File: src/rtl/dmem_arbiter.sv
// Arbitrates the single-port data memory between the CPU load/store path and a host burst port.
// Optional DMEM_ARB_STATS_EN adds saturating stall / host-wait counters.
module dmem_arbiter #(
  parameter int MAX_WAIT = 4,
  parameter int AW       = 8
) (
  input  logic          clk,
  input  logic          reset,
  input  logic          cpu_loadEn,
  input  logic          cpu_storEn,
  input  logic [AW-1:0] cpu_addr,
  input  logic [7:0]    cpu_storData,
  output logic [7:0]    cpu_loadData,
  output logic          cpu_stall,
  input  logic          host_start,
  input  logic          host_we,
  input  logic [AW-1:0] host_base,
  input  logic [AW-1:0] host_len,
  input  logic [7:0]    host_wdata,
  output logic          host_beat,
  output logic [7:0]    host_rdata,
  output logic          host_busy,
  output logic          host_done,
  output logic [AW-1:0] mem_addr,
  output logic [7:0]    mem_wdata,
  output logic          mem_we,
  input  logic [7:0]    mem_rdata
`ifdef DMEM_ARB_STATS_EN
  ,
  output logic [15:0]   cpu_stall_cnt,
  output logic [15:0]   host_wait_cnt
`endif
);

  typedef enum logic [1:0] {IDLE, BURST, DONE} state_t;

  state_t        state_q, state_d;
  logic [AW-1:0] base_q, base_d, len_q, len_d, idx_q, idx_d;
  logic          we_q, we_d;
  logic [3:0]    starve_q, starve_d;

  logic cpu_req, starved, host_win, cpu_go, accept;

  always_ff @(posedge clk or posedge reset) begin
    if (reset) begin
      state_q  <= IDLE;
      base_q   <= '0;
      len_q    <= '0;
      idx_q    <= '0;
      we_q     <= 1'b0;
      starve_q <= '0;
    end else begin
      state_q  <= state_d;
      base_q   <= base_d;
      len_q    <= len_d;
      idx_q    <= idx_d;
      we_q     <= we_d;
      starve_q <= starve_d;
    end
  end

  always_comb begin
    state_d      = state_q;
    base_d       = base_q;
    len_d        = len_q;
    idx_d        = idx_q;
    we_d         = we_q;
    starve_d     = starve_q;
    cpu_loadData = '0;
    host_beat    = 1'b0;
    host_rdata   = '0;
    host_busy    = 1'b0;
    host_done    = 1'b0;
    mem_addr     = '0;
    mem_wdata    = '0;
    mem_we       = 1'b0;
    accept       = 1'b0;

    cpu_req   = cpu_loadEn | cpu_storEn;
    starved   = (starve_q == 4'(MAX_WAIT));
    host_win  = (state_q == BURST) && (!cpu_req || starved);
    cpu_stall = host_win && cpu_req;
    cpu_go    = cpu_req && !cpu_stall;

    case (state_q)
      IDLE: begin
        if (host_start) begin
          accept   = 1'b1;
          base_d   = host_base;
          len_d    = host_len;
          we_d     = host_we;
          idx_d    = '0;
          starve_d = '0;
          state_d  = BURST;
        end
      end
      BURST: begin
        host_busy = 1'b1;
        if (host_win) begin
          host_beat = 1'b1;
          starve_d  = '0;
          idx_d     = idx_q + AW'(1);
          // len 0 wraps len-1 to all ones, giving a full 2**AW-beat burst
          if (idx_q == len_q - AW'(1)) state_d = DONE;
        end else begin
          starve_d = starve_q + 4'd1;
        end
      end
      DONE: begin
        host_done = 1'b1;
        state_d   = IDLE;
      end
      default: state_d = IDLE;
    endcase

    if (host_win) begin
      mem_addr   = base_q + idx_q;
      mem_we     = we_q;
      mem_wdata  = we_q ? host_wdata : 8'h00;
      host_rdata = we_q ? 8'h00 : mem_rdata;
    end else if (cpu_go) begin
      mem_addr     = cpu_addr;
      mem_we       = cpu_storEn;
      mem_wdata    = cpu_storEn ? cpu_storData : 8'h00;
      cpu_loadData = cpu_loadEn ? mem_rdata : 8'h00;
    end
  end

`ifdef DMEM_ARB_STATS_EN
  logic [15:0] stall_cnt_q, wait_cnt_q;

  always_ff @(posedge clk or posedge reset) begin
    if (reset) begin
      stall_cnt_q <= '0;
      wait_cnt_q  <= '0;
    end else if (accept) begin
      stall_cnt_q <= '0;
      wait_cnt_q  <= '0;
    end else begin
      if (cpu_stall && stall_cnt_q != 16'hFFFF) stall_cnt_q <= stall_cnt_q + 16'd1;
      if (state_q == BURST && !host_win && wait_cnt_q != 16'hFFFF)
        wait_cnt_q <= wait_cnt_q + 16'd1;
    end
  end

  assign cpu_stall_cnt = stall_cnt_q;
  assign host_wait_cnt = wait_cnt_q;
`endif

endmodule

File: config.mk
export PLATFORM = sky130hd
export DESIGN_NAME = dmem_arbiter
export DESIGN_NICKNAME = d
export VERILOG_FILES = /design/src/rtl/dmem_arbiter.sv
export SDC_FILE = /design/constraint.sdc
export NUM_CORES = 1
export LEC_CHECK = 0
export CAP_MARGIN = 20
export CORE_UTILIZATION = 40
export CTS_CLUSTER_DIAMETER = 150
export DETAILED_ROUTE_END_ITERATION = 12
export PLACE_DENSITY = 0.78
export SLEW_MARGIN = 30
export SYNTH_ARGS = -nofsm -noshare
export SYNTH_HDL_FRONTEND = slang
export SYNTH_SLANG_ARGS = --single-unit
File: constraint.sdc
create_clock -name clk -period 1.9 [get_ports clk]
set_input_delay 0.19 -clock clk [delete_from_list [all_inputs] [get_ports clk]]
set_output_delay 0.19 -clock clk [all_outputs]
set_load 0.05 [all_outputs]
==> impl_results.md <==
- Status: finished, violations left
- Failing checks: setup timing
- CTS Hold Bufs: 0
- Reg-to-Reg Start: starve_q[1]
- Setup-failing EPs final: 37
- WHS: between 0.3 and 0.4 ns
- Area delta synth->final: 93.8%
- MaxCap Viol Count: 0
- Max-slew violations: 0
- Final total power: around 6.7 mW
- Vias in the first global route: ~2700
- Synth Register Bits: 31
- Number of diodes: 0
- Crit path max-delay cell type: dfrtp_1
- Fin worst setup slack: -0.674 ns
- Starting DRT DRC Count: ~240
- Power Dens Cells: about 1500 nW/um^2
- Antenna viol nets, final: 0
- CP Class: reg -> out
- Synth Net Count: 354
- Sw Share: 0.485
- Starting Density: 0.414
- Worst-path fanout max: 2
- Hold/Removal Path Class: in -> async
- Final Skew: roughly 0.0099 ns
- FILL cells: a little over 300
- Clock-pin slew on the worst setup and hold paths: ~0.070 ns
- CP top delay family: adder cells
- Switch Pwr: 3.26 mW
- Core footprint: between 5000 and 6000 sq um
- CP Launch Point: base_q[0]
- Mapped cell area: approximately 2300 sq um
- Critical path depth: 9
- Peak supply drop: between 700 and 800 uV
- Total CTS buffers: 5
- Final net count: roughly 490
- Post-Route WL: 10000 um
- Synth area leaders: dfrtp_1 (34%), nand2_1 (12%), nand3_1 (6.6%), ha_1 (6.1%), xor2_1 (5.0%)
- Sequential Power Share: 0.177
- CP peak stage delay: ~0.4 ns
- CP Buf/Inv Count: 2
- Crit path required time: ~1.7 ns
- Gr ovfl total: 0
- Unrepaired setup endpoints after global routing: yes
- Worst-path cell chain: ha_2 > inv_2 > fa_2 > nor2b_2 > o21ai_2 > a21o_1 > and3b_2 > o31ai_4 > buf_12
- Synth unique cells: 43
- Final core occ: 0.803
- H-tree levels: 2
- Row cnt: 27
- First-pass GRT wire length: 12700 um
- Int Pwr: between 3 and 4 mW
- Total GRT Usage: 0.273
- Top FF cell, synth: dfrtp_1
- Via count: between 2000 and 3000
- Hold Vio Cnt, Final: 0
- IO Port Bufs: 90
- CTS tree: yes
- P_leak: 2.02 nW
- Mapped Cells: ~290
- Post-synth EDFFs: 0
- Pin count of the biggest net entering global routing: 32
- Final GP Congestion: ~0.82
- Non-Filler Instances: between 400 and 500
- FF-to-FF End: starve_q[2]
- CP Capture Type: output pin
- Crit path capture: mem_addr[6]
- CP arrival: approximately 2.4 ns
- Synth top area share: 0.342
- Placed cell count: roughly 460
- Slew HR: 0.591
- Residual DRC: 0
- Max Clk Rate: between 300 and 400 MHz
- Die Y: a little under 80 um
- Cell taking the most area after synthesis: dfrtp_1
- Die Area: approximately 6000 sq um
- Avg Cell Area, Syn: around 7.9 sq um
- Most common cell in the netlist: nand2_1
- Layout cells sized above 1: 0.400
- CTS Sinks: 31
- Asr flop ratio synth: 1.00
- YS warnings: 0
- I/O Pins: 91
- Die width: around 77 um
- Combinational Power Share: 0.745
- Clock power share: 0.078
- First-pass detailed-route iteration total: 6
- Critical path startpoint category: register
- Seq/Total Area, Yosys: 0.342
- Period utilisation layout: 1.35
- Dpl cell area: 3530 sq um
- Worst reg2reg path depth: 9
- Least-Margin Pin Slew: about 0.61 ns
- Hpwl dp: a little under 5000 um
- Vias per Instance: between 5 and 6
- Root buffer cell: clkbuf_8
- Post-Layout Inst Area: about 4400 sq um
- Tmin final: around 2.6 ns
- Worst skew pair latency: slightly below 0.3 ns
- Initial antenna violation count: 0
- Most frequent cells after synthesis: nand2_1 (72), dfrtp_1 (31), nand3_1 (30), nor2_1 (14), o21ai_0 (14)
- Flop-to-flop setup slack: -0.11 ns
- Bufs on Longest Clock Path: 2
- WL/cell: 20.3 um
==> repair_timing <==
item | CTS | global route
setup endpoints to repair | 36 | 39
endpoints found under the hold margin | 0 | 0
pin swaps | 18 | 19
buffers inserted | 10 | 9
gates resized for setup | 87 | 45
cloned | 2 | 3
==> worst register-to-register path, delay by kind of cell (launching register included) <==
| family | cells | cell delay (ns) |
|---|---|---|
| buffers and inverters | 3 | 0.37 |
| AO/OA/AOI/OAI | 2 | 0.57 |
| adder cells (fa/ha/maj) | 1 | 0.17 |
| AND/OR/NAND/NOR | 3 | 0.32 |
| flip-flops | 1 | 0.40 |
==> layout make-up <==
type,count,area (sq um),share of cell area
sequential,31,776,0.177
timing repair inverter,1,11.3,0.00256
clock buffer,5,68.8,0.0157
timing repair buffer,139,1630,0.371
inverter,12,57.6,0.0131
multi-input combinational,232,1740,0.396
clock inverter,3,20.0,0.00456
tap,72,90.1,0.0205
==> registers in the layout, summed over array words and instances (netlist names) <==
name / cells
state_q: 2
starve_q: 4
base_q: 8
len_q: 8
we_q: 1
idx_q: 8
==> placed cells by master (no fill, tap or decap), types with 3 or more instances in the layout <==
cell and n:
nand2b_1 4, buf_8 19, nand3_2 9, and3_1 4, o21ai_0 9, buf_12 16
nand2_4 4, nand3_4 6, nand3_1 15, a21oi_1 5, a21o_1 3, clkbuf_8 5
xor2_1 12, nand2_1 59, and2_4 9, and3_4 8, clkdlybuf4s50_1 53, dfrtp_1 31
xnor2_1 4, nor2_1 13, ha_2 3, ha_1 7, inv_1 10, buf_4 38
nand2_2 12, o21ai_4 4, nand3b_1 3, buf_6 9
==> routing by layer <==
metal / track usage / vias up / share of wire
met2: 0.505 / 196 / 0.49
met3: 0.0619 / 57 / 0.083
met5: 0 / - / 0
met1: 0.292 / 1307 / 0.37
met4: 0.119 / 0 / 0.060
li1: - / 1236 / -
==> power by group through the flow <==
stage	sequential [mW]	combinational, mW	clock (mW)
6_report	1.19	5.01	0.527
5_1_grt	1.21	5.25	0.576
4_1_cts	1.16	4.27	0.534
3_5_place_dp	1.16	3.63	0
3_3_place_gp	1.15	3.55	0
2_1_floorplan	1.14	2.36	0
==> cell families after synthesis <==
family / count (synthesis) / synth area share
compound gates: 38 / 0.111
xor+xnor: 20 / 0.0806
fa+ha+maj: 12 / 0.0695
buf+inv: 25 / 0.0535
flops: 31 / 0.342
mux: 1 / 0.00442
simple gates: 161 / 0.339
==> per-stage QoR <==
step	TNS [ns]	worst slack (ns)
2_1_floorplan	-0.915	-0.337
3_3_place_gp	-2.81	-0.181
3_5_place_dp	-3.30	-0.225
4_1_cts	-7.53	-0.519
5_1_grt	-12.81	-0.708
6_report	-11.16	-0.674
==> worst min path at each step <==
stage | slack, ns | cells past startpoint | endpoint | startpoint
after CTS | 0.31 | 3 | starve_q[1] | reset
after global routing | 0.36 | 3 | starve_q[1] | reset
after floorplan | 0.29 | 1 | base_q[0] | reset
after global placement | 0.47 | 2 | base_q[2] | base_q[2]
final | 0.31 | 3 | starve_q[1] | reset
after detailed placement | 0.47 | 2 | base_q[2] | base_q[2]
(Power assumes the default switching activity.)
